--- config.mk ---
export PLATFORM = sky130hd
export DESIGN_NAME = seg_fade_sequencer
export DESIGN_NICKNAME = d
export VERILOG_FILES = /design/src/rtl/seg_seq_pkg.sv /design/src/rtl/seg_seq_step_timer.sv /design/src/rtl/seg_fade_sequencer.sv
export SDC_FILE = /design/constraint.sdc
export NUM_CORES = 1
export LEC_CHECK = 0
export CAP_MARGIN = 25
export CORE_ASPECT_RATIO = 0.75
export CORE_MARGIN = 10
export CORE_UTILIZATION = 58
export DETAILED_ROUTE_END_ITERATION = 10
export MAX_ROUTING_LAYER = met4
export PLACE_DENSITY_LB_ADDON = 0.2
export SYNTH_ARGS = -nofsm -noshare
export SYNTH_HDL_FRONTEND = slang
export SYNTH_SLANG_ARGS = --single-unit
--- constraint.sdc ---
create_clock -name clk -period 2.1 [get_ports clk]
set_input_delay 0.21 -clock clk [delete_from_list [all_inputs] [get_ports clk]]
set_output_delay 0.21 -clock clk [all_outputs]
set_load 0.03 [all_outputs]
--- src/rtl/seg_seq_pkg.sv ---
// Shared definitions for the segment fade sequencer: FSM encoding,
// segment pattern table and the broadcast segment index.
package seg_seq_pkg;

    typedef enum logic [1:0] {
        ST_IDLE  = 2'd0,
        ST_WAIT  = 2'd1,
        ST_ISSUE = 2'd2
    } seq_state_t;

    // Segment index that addresses all seven segments at once.
    localparam logic [2:0] SEG_BROADCAST = 3'd7;

    // Width of the pattern pointer; the longest pattern has 8 entries.
    localparam int PTR_W = 3;

    // Pattern lengths expressed as the last valid pointer value (L-1).
    function automatic logic [PTR_W-1:0] pattern_last(input logic [1:0] pat);
        logic [PTR_W-1:0] last;
        case (pat)
            2'd0:    last = 3'd7;   // figure-8, L=8
            2'd1:    last = 3'd5;   // circle,   L=6
            2'd2:    last = 3'd6;   // sweep,    L=7
            default: last = 3'd0;   // blink-all, L=1
        endcase
        return last;
    endfunction

    // Pattern ROM: segment index for a given pattern and pointer.
    function automatic logic [2:0] pattern_seg(input logic [1:0] pat,
                                               input logic [PTR_W-1:0] ptr);
        logic [2:0] seg;
        seg = 3'd0;
        case (pat)
            2'd0: begin
                case (ptr)
                    3'd0:    seg = 3'd0;
                    3'd1:    seg = 3'd1;
                    3'd2:    seg = 3'd6;
                    3'd3:    seg = 3'd4;
                    3'd4:    seg = 3'd3;
                    3'd5:    seg = 3'd2;
                    3'd6:    seg = 3'd6;
                    default: seg = 3'd5;
                endcase
            end
            2'd1:    seg = (ptr <= 3'd5) ? ptr : 3'd0;
            2'd2:    seg = (ptr <= 3'd6) ? ptr : 3'd0;
            default: seg = SEG_BROADCAST;
        endcase
        return seg;
    endfunction

endpackage

--- src/rtl/seg_seq_step_timer.sv ---
// Step-rate timer: counts while enabled and pulses for one cycle each time
// the count reaches the period derived from the registered speed code.
module seg_seq_step_timer
    import seg_seq_pkg::*;
#(
    parameter int TIMER_W     = 24,
    parameter int SPEED_SHIFT = 21
) (
    input  logic       clk,
    input  logic       reset_n,
    input  logic       enable,
    input  logic [2:0] speed,
    output logic       step
);

    logic [TIMER_W-1:0] timer_reg;
    logic [TIMER_W-1:0] period;

    // Faster speed codes shorten the period; the low bits are always ones.
    assign period = TIMER_W'({~speed, {SPEED_SHIFT{1'b1}}});

    // Comparing with >= lets a lowered period take effect immediately.
    assign step = enable && (timer_reg >= period);

    // Timer register: cleared while disabled and on every step.
    always_ff @(posedge clk) begin
        if (!reset_n) begin
            timer_reg <= '0;
        end else if (!enable || step) begin
            timer_reg <= '0;
        end else begin
            timer_reg <= timer_reg + TIMER_W'(1);
        end
    end

endmodule

--- src/rtl/seg_fade_sequencer.sv ---
// Segment fade sequencer: walks a segment pattern at a programmable step
// rate, issues one full-brightness load per step over valid/ready and
// emits the periodic fade tick.
// Optional build macro SEG_SEQ_BOUNCE_EN: ping-pong walking instead of wrap.
module seg_fade_sequencer
    import seg_seq_pkg::*;
#(
    parameter int TIMER_W     = 24,
    parameter int SPEED_SHIFT = 21,
    parameter int FADE_W      = 21,
    parameter int LEVEL_W     = 5
) (
    input  logic               clk,
    input  logic               reset_n,
    input  logic               cfg_run,
    input  logic [2:0]         cfg_speed,
    input  logic               cfg_dir,
    input  logic [1:0]         cfg_pattern,
    output logic               seg_valid,
    input  logic               seg_ready,
    output logic [2:0]         seg_idx,
    output logic [LEVEL_W-1:0] seg_level,
    output logic               fade_tick,
    output logic               overrun
);

    seq_state_t        state_reg, state_next;
    logic [2:0]        speed_reg;
    logic [PTR_W-1:0]  ptr_reg, ptr_next;
    logic [1:0]        pat_reg, pat_next;
    logic              dir_reg, dir_next;
    logic [FADE_W-1:0] fade_cnt_reg;
    logic              fade_tick_reg;
    logic              overrun_reg;
    logic              step;
    logic              xfer;
    logic [PTR_W-1:0]  pat_last;

`ifdef SEG_SEQ_BOUNCE_EN
    // Direction comes from the pattern ends, so the input is not needed.
    logic unused_cfg_dir;
    assign unused_cfg_dir = cfg_dir;
`endif

    seg_seq_step_timer #(
        .TIMER_W    (TIMER_W),
        .SPEED_SHIFT(SPEED_SHIFT)
    ) u_step_timer (
        .clk    (clk),
        .reset_n(reset_n),
        .enable (state_reg != ST_IDLE),
        .speed  (speed_reg),
        .step   (step)
    );

    assign seg_valid = (state_reg == ST_ISSUE);
    assign xfer      = seg_valid && seg_ready;
    assign pat_last  = pattern_last(pat_reg);
    assign seg_idx   = seg_valid ? pattern_seg(pat_reg, ptr_reg) : 3'd0;
    assign seg_level = '1;
    assign fade_tick = fade_tick_reg;
    assign overrun   = overrun_reg;

    // State, pointer and sampled configuration registers.
    always_ff @(posedge clk) begin
        if (!reset_n) begin
            state_reg <= ST_IDLE;
            speed_reg <= 3'd0;
            ptr_reg   <= '0;
            pat_reg   <= 2'd0;
            dir_reg   <= 1'b1;
        end else begin
            state_reg <= state_next;
            speed_reg <= cfg_speed;
            ptr_reg   <= ptr_next;
            pat_reg   <= pat_next;
            dir_reg   <= dir_next;
        end
    end

    // Next-state, pointer advance on transfer, pattern/direction sampling on step.
    always_comb begin
        state_next = state_reg;
        ptr_next   = ptr_reg;
        pat_next   = pat_reg;
        dir_next   = dir_reg;

        if (xfer) begin
`ifdef SEG_SEQ_BOUNCE_EN
            if (dir_reg) begin
                if (ptr_reg == pat_last) begin
                    ptr_next = (pat_last == '0) ? '0 : ptr_reg - 3'd1;
                    dir_next = 1'b0;
                end else begin
                    ptr_next = ptr_reg + 3'd1;
                end
            end else begin
                if (ptr_reg == '0) begin
                    ptr_next = (pat_last == '0) ? '0 : 3'd1;
                    dir_next = 1'b1;
                end else begin
                    ptr_next = ptr_reg - 3'd1;
                end
            end
`else
            if (dir_reg) begin
                ptr_next = (ptr_reg == pat_last) ? '0 : ptr_reg + 3'd1;
            end else begin
                ptr_next = (ptr_reg == '0) ? pat_last : ptr_reg - 3'd1;
            end
`endif
        end

        if (!cfg_run) begin
            state_next = ST_IDLE;
        end else begin
            case (state_reg)
                ST_IDLE: state_next = ST_WAIT;
                ST_WAIT: begin
                    if (step) begin
                        state_next = ST_ISSUE;
                        if (cfg_pattern != pat_reg) begin
                            pat_next = cfg_pattern;
                            ptr_next = '0;
`ifdef SEG_SEQ_BOUNCE_EN
                            dir_next = 1'b1;
`endif
                        end
`ifndef SEG_SEQ_BOUNCE_EN
                        dir_next = cfg_dir;
`endif
                    end
                end
                ST_ISSUE: begin
                    if (xfer) begin
                        state_next = ST_WAIT;
                    end
                end
                default: state_next = ST_IDLE;
            endcase
        end
    end

    // Fade counter: free-running outside IDLE, tick on the cycle it wraps to zero.
    always_ff @(posedge clk) begin
        if (!reset_n || state_reg == ST_IDLE) begin
            fade_cnt_reg  <= '0;
            fade_tick_reg <= 1'b0;
        end else begin
            fade_cnt_reg  <= fade_cnt_reg + FADE_W'(1);
            fade_tick_reg <= (fade_cnt_reg == '1);
        end
    end

    // Sticky overrun: a step expired while a command was still waiting for ready.
    always_ff @(posedge clk) begin
        if (!reset_n) begin
            overrun_reg <= 1'b0;
        end else if (seg_valid && step && !seg_ready) begin
            overrun_reg <= 1'b1;
        end
    end

endmodule

Word-level counts from Yosys, hierarchy flattened
Cells that the tools add are included.

operators by class
  add/sub/neg operators = 4
  magnitude comparators = 3
  equal/unequal tests = 15
  multiplexer cells = 17
  bitwise operators = 2
  reduce and logical (&&, ||, !) cells = 19

operator list
  operator                                                                count
  3-bit 2-to-1 mux                                                        11
  24-bit by 1-bit adder with 24-bit output (second input constant)        1
  24-bit >= comparator                                                    1
  21-bit by 1-bit adder with 21-bit output (second input constant)        1
  21-bit equality test (second input constant)                            1
  3-bit case mux with 3 select lines                                      2
  3-bit case mux with 6 select lines                                      1
  3-bit equality test (second input constant)                             3
  3-bit by 2-bit equality test with 1-bit output (second input constant)  2
  3-bit <= comparator (second input constant)                             2
  2-bit case mux with 3 select lines                                      1
  2-bit by 1-bit equality test with 1-bit output (second input constant)  2
  2-bit equality test (second input constant)                             2
  1-bit logical AND                                                       4
  2-bit logical NOT                                                       2
  2-bit 2-to-1 mux                                                        2
  2-bit AND reduction                                                     2
  4-bit AND reduction                                                     1
  2-bit OR reduction                                                      2
  3-bit by 1-bit adder with 3-bit output (second input constant)          1
  3-bit by 1-bit equality test with 1-bit output (second input constant)  1
  3-bit equality test                                                     1
  1-bit logical NOT                                                       3
  3-bit logical NOT                                                       1
  other kinds (9)                                                         10

word-level totals
  flip-flop bits (word level) = 58
  output and inout bits = 11
  word-level logic and storage cells = 69

Logic depth before layout (Yosys ltp)
  depth in word-level cells = 10
  gate-level depth with buffers = 9

Modules after synthesis
A second synthesis with hierarchy kept.

unflattened totals
  cells, all modules = 352
  area, all modules = 3072.9 um2

modules (own cells, without submodules)
  module              times used  cells each  area an instance (um2)
  seg_fade_sequencer  1           214         1849.3
  seg_seq_step_timer  1           138         1223.7

Worst setup path before layout
No wires, ideal clock.

  path kind = register to output
  start point = register ptr_reg[1]
  end point = output port seg_idx[2]
  arrival = 2079 ps
  slack = -189 ps
  stages on the path, launching flop included = 9
  path buffers = 1
  cell sequence = dfxtp_1 inv_1 ha_1 ha_1 clkbuf_1 a211o_1 a21oi_1 o31ai_1 a31oi_1

between the ends
  cells in the longest elaborated chain, start to end = 5
  elaborated cells between the ends (all ways) = 15
  classes of those cells = 2 x order compare; 6 x eq/ne; 5 x mux; 2 x reduce/logical

ends and longest elaborated chain
  what                                                                                          RTL line                  RTL
  from (decl)                                                                                   seg_fade_sequencer.sv:29  logic [PTR_W-1:0] ptr_reg, ptr_next;
  from (signal assigned)                                                                        seg_fade_sequencer.sv:75  ptr_reg <= ptr_next;
  3-bit equality test / 3-bit by 2-bit equality test with 1-bit output (equally long branches)  seg_seq_pkg.sv:36         case (ptr)
  2-bit OR reduction (no line)                                                                  n/a
  3-bit case mux with 6 select lines                                                            seg_seq_pkg.sv:36
  3-bit case mux with 3 select lines *                                                          seg_seq_pkg.sv:34         case (pat)
  3-bit 2-to-1 mux *                                                                            seg_fade_sequencer.sv:59  assign seg_idx = seg_valid ? pattern_seg(pat_reg, ptr_reg) : 3'd0;
  to (decl)                                                                                     seg_fade_sequencer.sv:21  output logic [2:0] seg_idx,

Every way passes the cells marked *; elsewhere a longest branch is shown, timed or not.

Worst setup path in the final report
  start point = register ptr_reg[0]
  end point = output port seg_idx[2]

The elaborated chain is that of the path after synthesis.

==> impl_metrics.csv <==
group,metric,value,unit
critical_path,critPathLaunchType,"flip-flop",
critical_path,crit_chain,"inv_2 > buf_6 > ha_4 > ha_4 > a211o_1 > a21oi_2 > o31ai_2 > a31oi_2 > buf_6",
power_and_ir_drop,pwr-share-clk,49.2,%
finish,largest_reg_flops,24,
cts,clk_latency,330,ps
timing,setup_viol,2,
cts,cts_buffers,9,
timing,period_needed,2140,ps
finish,design_area,0.00349,sq mm
floorplan,fp-row-count,22,
yosys,async_reset_ff_share,0,%
yosys,ys_warn_count,0,
routing,ant_nets,0,
cts,cts_max_path_buffers,2,
routing,drt_wl_total,5870,um
finish,drive_above_1_share,16.4,%
critical_path,cpMaxStageDelayCell,"dfxtp_2",
finish,syn_to_final_growth,20.6,%
critical_path,crit_buf_inv,3,
power_and_ir_drop,seqPwrFrac,48.1,%
yosys,synthFlopType,"dfxtp_1",
routing,drc_errors,0,
routing,vias_per_cell,5.35,
finish,layout_common_cells,"65 x nor2_1, 55 x dfxtp_1, 23 x nand2_1, 23 x xnor2_1",
yosys,synth_top_area_cell,"dfxtp_1",
finish,nets,400,
timing,skew,6.05,ps
grt,grt_pass1_vias,2260,
yosys,synth_area_leaders,"dfxtp_1 40%, nor2_1 8.4%, xnor2_1 7.0%",
critical_path,reg2reg_slack,160,ps
yosys,syn_inst,343,
grt,use_met1,19.9,%
cts,clock-sinks,58,
critical_path,worst_ep_arrival_time,1930,ps
yosys,yosysSeqAreaShare,40.2,%
floorplan,die_area,0.00824,sq mm
grt,grt_remaining_overflow,0,
yosys,synth_edf_count,0,
cts,cts_tree,"done",
timing,grt_setup_unrepaired,"yes",
floorplan,io-pin-count,21,
grt,grt_util_all_layers,15.7,%
yosys,synth-seq-cells,58,
power_and_ir_drop,power_leakage,0.00124,uW
placed_design,post-place-ws,3.84,ps
floorplan,dieWidth,102,um
timing,hold_viol_final,0,
critical_path,critPathTopFamily,"compound AO/OA/AOI/OAI gates",
yosys,postSynthAreaPerCell,8.43,sq um
hold_path,hold_class,"in2reg",
power_and_ir_drop,vdd_ir_drop_max,0.000564,V
yosys,yosysTopAreaCellShare,40.2,%
routing,drt_iter0_drc,94,
run_status,status,"complete, but fails checks",
cts,cts_root_buf,"clkbuf_8",
timing,finalWorstSetupSlack,-44.0,ps
floorplan,initial_core_util,59.7,%
timing,whs,455,ps
timing,fin_crit_sh,102,%
power_and_ir_drop,p_sw,475,uW
power_and_ir_drop,p_comb_share,2.7,%
grt,use_met3,5.51,%
yosys,syn-cell-area,0.00289,sq mm
cts,cts.reportedPaths.clkPinSlew,60,ps
placed_design,portBuffers,15,
grt,grt_max_degree,23,
critical_path,cp-end-kind,"output port",
routing,routed-via-count,2372,
placed_design,dpl_cell_area,0.00317,sq mm
power_and_ir_drop,cellPowerDensity,663,mW/mm^2
critical_path,required,1890,ps
grt,grt-busiest-layer,"met2",
yosys,ys_types,46,
power_and_ir_drop,swShare,20.6,%
cts,htree_levels,3,
cts,ctsHoldBuffers,0,
finish,antenna_cells,0,
critical_path,cp_slowest_stage_delay,330,ps
routing,routedWlPerCell,13.2,um
power_and_ir_drop,internal-power,1840,uW
critical_path,path_class,"reg2out",
grt,use_met2,23.0,%
placed_design,finalWeightedCongestion,0.912,
floorplan,core-area,0.00484,sq mm
grt,grt_first_pass_wirelength,10200,um
placed_design,hpwl,4040,um
timing,drv_slew,0,
run_status,violations,"setup timing",
routing,first_pass_iters,4,
finish,final_common_cell,"nor2_1",
critical_path,crit_fanout,2,
floorplan,die_y,81.1,um
power_and_ir_drop,power.total,2310,uW
grt,antenna_found_initial,0,
run,maxCapViolations,0,
timing,timing.fmax,466,MHz
## path summary, 6_finish.rpt
kind,from,endpoint,depth (start not counted)
setup / recovery,ptr_reg[0],seg_idx[2],9
hold / removal,cfg_speed[0],speed_reg[0],2
setup reg to reg,u_step_timer.timer_reg[0],dir_reg,6
hold reg to reg,u_step_timer.timer_reg[0],u_step_timer.timer_reg[0],1
## what timing repair did
item                                    CTS  global route
pin swaps                                 7             2
endpoints found under the setup margin    3             5
gates resized for setup                  20             8
setup buffers                             4             0
## worst reg2reg max path, cell delays in order, from the launching register on
cell	delay [ps]
dfxtp_1	350
ha_1	220
nand2_1	110
or3_1	430
o31ai_4	360
a21boi_0	160
nand3b_1	190
## synthesized netlist by cell type, types with 2 or more instances
master    count
a211oi_1      3
a21boi_0      3
a21oi_1      12
a31oi_1       4
and2_1        4
and3_1       10
and4_1        3
buf_2         2
buf_4         5
clkbuf_1      7
dfxtp_1      58
ha_1         12
inv_1        11
mux2i_1       3
nand2_1      23
nand2b_1      2
nand3_1      21
nand3b_1      2
nand4_1       6
nor2_1       65
nor2b_1       3
nor3_1        5
nor4_1        4
o21a_1        3
o21ai_0       6
o31ai_1       2
or2_2         3
or3_1         3
xnor2_1      23
xor2_1       19
## routing by layer
| metal | vias to the layer above | share of wire [%] |
|---|---|---|
| li1 | 1221 | - |
| met1 | 1073 | 48 |
| met3 | 12 | 4.9 |
| met4 | 0 | 1.4 |
| met2 | 66 | 45 |
| met5 | - | 0 |
## stage by stage
| stage | util (%) | setup TNS, ps | cells |
|---|---|---|---|
| floorplan | - | -52.8 | 347 |
| global placement | 65.5 | 0 | 423 |
| detailed placement | 65.5 | 0 | 423 |
| CTS | 71.8 | -121 | 443 |
| global route | 72.0 | -289 | 443 |
| finish | 72.0 | -80.6 | 443 |
## power by group through the flow
stage / sequential [uW] / clock (uW) / combinational, uW
floorplan: 1130 / 0 / 43.3
global placement: 1130 / 0 / 61.6
detailed placement: 1130 / 0 / 61.8
CTS: 1110 / 1160 / 62.3
global route: 1110 / 1220 / 69.5
finish: 1110 / 1140 / 63.1
## area by class of cell
cell class              instances  area, sq um
repair buffers                 36          312
flip-flops and latches         58         1160
multi-input cells             262         1680
clock inverters                 4         73.8
clock buffers                  12          145
inverters                      11         41.3
well taps                      60         75.1
fillers                       367         1360
## cells by family after synthesis
family                   count (synthesis)  share of synthesized area [%]
flip-flops                              58                           40.2
AO/OA/AOI/OAI                           42                           9.96
buffers and inverters                   27                           4.50
XOR/XNOR                                42                           12.7
adder cells (fa/ha/maj)                 12                           5.19
AND/OR/NAND/NOR                        158                           26.3
other                                    1                          0.130
multiplexers                             3                           1.04
(Power assumes the default switching activity.)
==> RTL edit 1 (config.mk and constraints unchanged) <==
Reset style: asynchronous (`reset_n`), changed in 3 clocked blocks.
--- a/src/rtl/seg_seq_step_timer.sv
+++ b/src/rtl/seg_seq_step_timer.sv
@@ -25,3 +25,3 @@
     // Timer register: cleared while disabled and on every step.
-    always_ff @(posedge clk) begin
+    always_ff @(posedge clk or negedge reset_n) begin
         if (!reset_n) begin
--- a/src/rtl/seg_fade_sequencer.sv
+++ b/src/rtl/seg_fade_sequencer.sv
@@ -64,3 +64,3 @@
     // State, pointer and sampled configuration registers.
-    always_ff @(posedge clk) begin
+    always_ff @(posedge clk or negedge reset_n) begin
         if (!reset_n) begin
@@ -155,3 +155,3 @@
     // Sticky overrun: a step expired while a command was still waiting for ready.
-    always_ff @(posedge clk) begin
+    always_ff @(posedge clk or negedge reset_n) begin
         if (!reset_n) begin
Formal check against the unedited RTL: same outputs for any inputs over 10 cycles, from zero or initial values and one cycle with reset_n low; that may be too few to reach the edited logic, so the function may still have changed.
==> RTL edit 1 against the unedited design <==
  * The run still ends with negative setup slack left
  * Hold slack lost 0.14 ns
  * Worst setup slack lost 0.023 ns
  * Design area grew 9.0%
  * Synthesized cell count grew 0.29%
  * Via count grew 14%
  * Critical path depth shrank 2
  * Non-clock buffer count grew 9
  * Sequential cell count is the same
  * Area after synthesis grew 8.9%
  * Wire length grew 19%
  * Global-route usage grew 1.0 points
  * Largest cell class unchanged
Power is not compared: it rests on default switching activity, and its combinational part moved more than twofold at a synthesized area within 25%.
==> RTL edit 1: results (changes against the unedited design) <==
Drt total wl: 7000 µm (was 5870 µm)
Mapped Cells: 344 (was 343)
Top cells by area, synth: dfrtp_1 28%, dfxtp_1 14%, xnor2_1 5.3% (was dfxtp_1 40%, nor2_1 8.4%, xnor2_1 7.0%)
Worst r2r src: u_step_timer.timer_reg[0] (unchanged)
Vias in the first global route: 2575 (was 2260)
Mux contribution to synthesized area: 2.43% (was 1.04%)
Most instantiated cells after synthesis: 39 x nor2_1, 35 x dfrtp_1, 22 x dfxtp_1 (was 65 x nor2_1, 58 x dfxtp_1, 23 x nand2_1, 23 x xnor2_1, 21 x nand3_1)
Failing checks: negative setup slack (unchanged)
Ratio of cells with drive above 1 in the final layout: 17.1% (was 16.4%)
Max stage delay on crit path: 0.41 ns (was 0.33 ns)
Crit path from: ptr_reg[1] (was ptr_reg[0])
Fillers: 421 (was 367)
First-pass GRT wire length: 11900 µm (was 10200 µm)
Compound-Gate Fraction of Synth Area: 14.5% (was 9.96%)
Register area share after synthesis: 42.7% (was 40.2%)
Clock Skew: 0.0105 ns (was 0.00605 ns)
Avg WL per Cell: 15.0 µm (was 13.2 µm)
XOR/XNOR Fraction of Synth Area: 7.24% (was 12.7%)
# nets final: 409 (was 400)
# setup viols final: 3 (was 2)
DP HPWL: 5060 µm (was 4040 µm)
Vias per inst: 5.80 (was 5.35)
Crit path DAT: 1.96 ns (was 1.93 ns)
Outcome: finished with violations (unchanged)
Final setup margin: -0.0674 ns (was -0.0440 ns)
-- RTL edit 1: report_power, final --
part	total (mW)	switching, mW	internal [mW]	leakage [nW]
Sequential	1.14	0.0121	1.12	0.664
Clock	0.961	0.415	0.546	0.0914
Combinational	0.151	0.0897	0.0616	0.719
-- RTL edit 1: path summary, 6_finish.rpt --
path / endpoint / slack, ns / depth (start not counted)
worst max register to register: pat_reg[0] / 0.13 / 5
worst min-delay path: speed_reg[0] / 0.32 / 1
min in group asynchronous: u_step_timer.timer_reg[9] / 0.33 / 2
max in group asynchronous: dir_reg / 1.08 / 3
worst min register to register: fade_tick / 0.46 / 2
worst max-delay path: seg_idx[1] / -0.07 / 7
-- RTL edit 1: routing by layer --
| metal | vias to the layer above | wire (µm) | global-route usage, % |
|---|---|---|---|
| met5 | - | 0 | - |
| met4 | 0 | 44 | 3.98 |
| met3 | 6 | 353 | 5.48 |
| met2 | 76 | 3220 | 25.0 |
| met1 | 1286 | 3380 | 21.3 |
| li1 | 1341 | - | - |
-- RTL edit 1: through the flow --
stage / setup slack, ns / setup TNS (ns) / area, µm²
finish: -0.0674 / -0.175 / 3800
global route: -0.155 / -0.439 / 3800
CTS: -0.0705 / -0.184 / 3760
detailed placement: 0.0261 / 0 / 3510
global placement: 0.0873 / 0 / 3510
floorplan: -0.00344 / -0.00344 / 3190
-- RTL edit 1: timing repair --
action,in CTS,in global routing
setup buffers,4,1
setup endpoints to repair,3,10
cloned,0,0
hold endpoints to repair,14,0
pin swaps,4,3
hold buffers,1,0
gates resized for setup,10,6
-- RTL edit 1: layout make-up --
class                           instances  area share, %
Multi-Input combinational cell        259           46.4
Sequential cell                        58           35.3
Timing Repair Buffer                   45           9.71
Clock buffer                           13           3.65
Tap cell                               75           2.47
Inverter                               14           1.38
Clock inverter                          3           1.05
==> RTL edit 2 (config.mk and constraints unchanged) <==
Made on the original files. Set the parameter `LEVEL_W` to 7 (it was 5).
--- a/src/rtl/seg_fade_sequencer.sv
+++ b/src/rtl/seg_fade_sequencer.sv
@@ -10,3 +10,3 @@
     parameter int FADE_W      = 21,
-    parameter int LEVEL_W     = 5
+    parameter int LEVEL_W     = 7
 ) (
Interface: changed (resized seg_level); port bits go from 21 to 23. The function was not compared with the original's and may differ.
==> RTL edit 2 against the unedited design <==
  * The flow still finishes with violations (negative setup slack)
  * Design area down 1.8%
  * Wire length down 4.4%
  * Hold slack got worse by 0.0041 ns
  * Maximum frequency down 0.86%
  * Combinational power is 6.3% higher
  * Sequential cell count is the same
  * Worst setup slack got worse by 0.019 ns
  * Total power fell by 10%
  * Area after synthesis up 0.52%
  * Critical path type unchanged
  * Largest cell class unchanged
==> RTL edit 2: results (changes against the unedited design) <==
Synth warn: 0 (unchanged)
Routed met2 length: 2420 µm (was 2660 µm)
Register area share after synthesis: 40.0% (was 40.2%)
R2R Setup Slk: 0.23 ns (was 0.16 ns)
Pwr Density: 605 nW/µm² (was 663 nW/µm²)
Ratio of cells with drive above 1 in the final layout: 15.3% (was 16.4%)
First-pass GRT wire length: 10100 µm (was 10200 µm)
Clk slew on worst S/H paths: 0.07 ns
Clock Skew: 0.00974 ns (was 0.00605 ns)
# setup viols final: 2 (unchanged)
Gpl congestion: 0.899 (was 0.912)
Met1 WL: 2880 µm (was 2840 µm)
Clk buf depth: 2 (unchanged)
Met3 wire length: 239 µm (was 286 µm)
N_diodes: 0 (unchanged)
Drt total wl: 5610 µm (was 5870 µm)
Outcome: finished with violations (unchanged)
Mux contribution to synthesized area: 1.03% (was 1.04%)
HP Class: reg2reg (was in2reg)
Top cells by area, synth: dfxtp_1 40%, nor2_1 8.4%, xnor2_1 6.9% (was dfxtp_1 40%, nor2_1 8.4%, xnor2_1 7.0%)
DP HPWL: 3900 µm (was 4040 µm)
Peak supply drop: 0.418 mV (was 0.564 mV)
Post-synthesis adder-cell area fraction: 5.17% (was 5.19%)
Vias per inst: 5.35 (about the same)
CP delay by family, top: compound AO/OA/AOI/OAI gates (unchanged)
Compound-Gate Fraction of Synth Area: 9.91% (was 9.96%)
CP max FO: 4 (was 2)
Failing checks: negative setup slack (unchanged)
Count leader, synth: nor2_1 (unchanged)
Final setup margin: -0.0627 ns (was -0.0440 ns)
Fillers: 405 (was 367)
GRT Overall Usage: 15.6% (was 15.7%)
NetSw: 0.456 mW (was 0.475 mW)
Vias in the first global route: 2259 (was 2260)
XOR/XNOR Fraction of Synth Area: 12.7% (about the same)
# nets final: 398 (was 400)
Initial DRC count: 128 (was 94)
Initial antenna violation count: 0 (unchanged)
Final hold slack: 0.451 ns (was 0.455 ns)
LEAKAGE: 1.20 nW (was 1.24 nW)
-- RTL edit 2: cell types whose count changed in the layout (fill, tap and decap cells not counted), moves of 2 or more --
| cell | delta |
|---|---|
| dfxtp_1 | +2 |
| bufinv_16 | -2 |
| buf_4 | -5 |
| dfxtp_2 | -2 |
| conb_1 | +2 |
-- RTL edit 2: cell type report --
type | count | share of cell area (%)
Timing Repair Buffer | 32 | 8.15
Clock inverter | 2 | 0.365
Multi-Input combinational cell | 264 | 49.5
Inverter | 11 | 1.21
Sequential cell | 58 | 34.0
Clock buffer | 13 | 4.64
Tap cell | 60 | 2.19
-- RTL edit 2: what timing repair did --
| item | in CTS | in global routing |
|---|---|---|
| pin swaps | 5 | 1 |
| gates resized for setup | 20 | 7 |
| gates cloned | 0 | 0 |
| endpoints found under the setup margin | 3 | 26 |
| hold endpoints to repair | 0 | 0 |
| buffers inserted | 3 | 0 |
-- RTL edit 2: kinds of logic (layout without fill, tap and decap cells) --
group                      count (synthesis)  in the layout
AOI/OAI and AO/OA                         42             42
xor gates and xnor gates                  42             42
adders and majority gates                 12             12
buffers and inverters                     29             58
DFF                                       58             58
muxes                                      3              3
other                                      1              7
and+or+nand+nor                          158            158
-- RTL edit 2: final timing paths --
path | cells after the start | end | from
setup / recovery | 9 | seg_idx[2] | ptr_reg[0]
hold / removal | 1 | u_step_timer.timer_reg[0] | u_step_timer.timer_reg[0]
setup reg to reg | 6 | pat_reg[0] | u_step_timer.timer_reg[0]
hold reg to reg | 1 | u_step_timer.timer_reg[0] | u_step_timer.timer_reg[0]
-- RTL edit 2: through the flow --
| step | setup TNS (ns) | area, µm² | setup slack, ns | std cells |
|---|---|---|---|---|
| CTS | -0.115 | 3410 | -0.0589 | 440 |
| global route | -0.319 | 3420 | -0.159 | 440 |
| floorplan | -0.0528 | 2940 | -0.0528 | 351 |
| global placement | 0 | 3160 | 0.0318 | 422 |
| detailed placement | 0 | 3160 | 0.0166 | 422 |
| finish | -0.114 | 3420 | -0.0627 | 440 |
-- RTL edit 2: power by group through the flow --
stage          logic [mW]  clock network, mW  registers [mW]
2_1_floorplan      0.0508                  0            1.13
3_3_place_gp       0.0650                  0            1.14
3_5_place_dp       0.0655                  0            1.14
4_1_cts            0.0660              0.926            1.11
5_1_grt            0.0740              0.984            1.11
6_report           0.0671              0.894            1.11
-- RTL edit 2: worst reg2reg max path, cell delays in order, from the launching register on --
cell	delay [ns]
dfxtp_1	0.35
ha_1	0.21
nand2_1	0.09
or3_1	0.44
o31ai_4	0.35
a21boi_0	0.15
o21a_1	0.18
-- RTL edit 2: routing by layer --
metal,vias to the layer above,global-route usage (%)
met5,-,-
met4,0,5.13
met3,10,5.77
met2,39,23.3
met1,1087,19.1
li1,1216,-
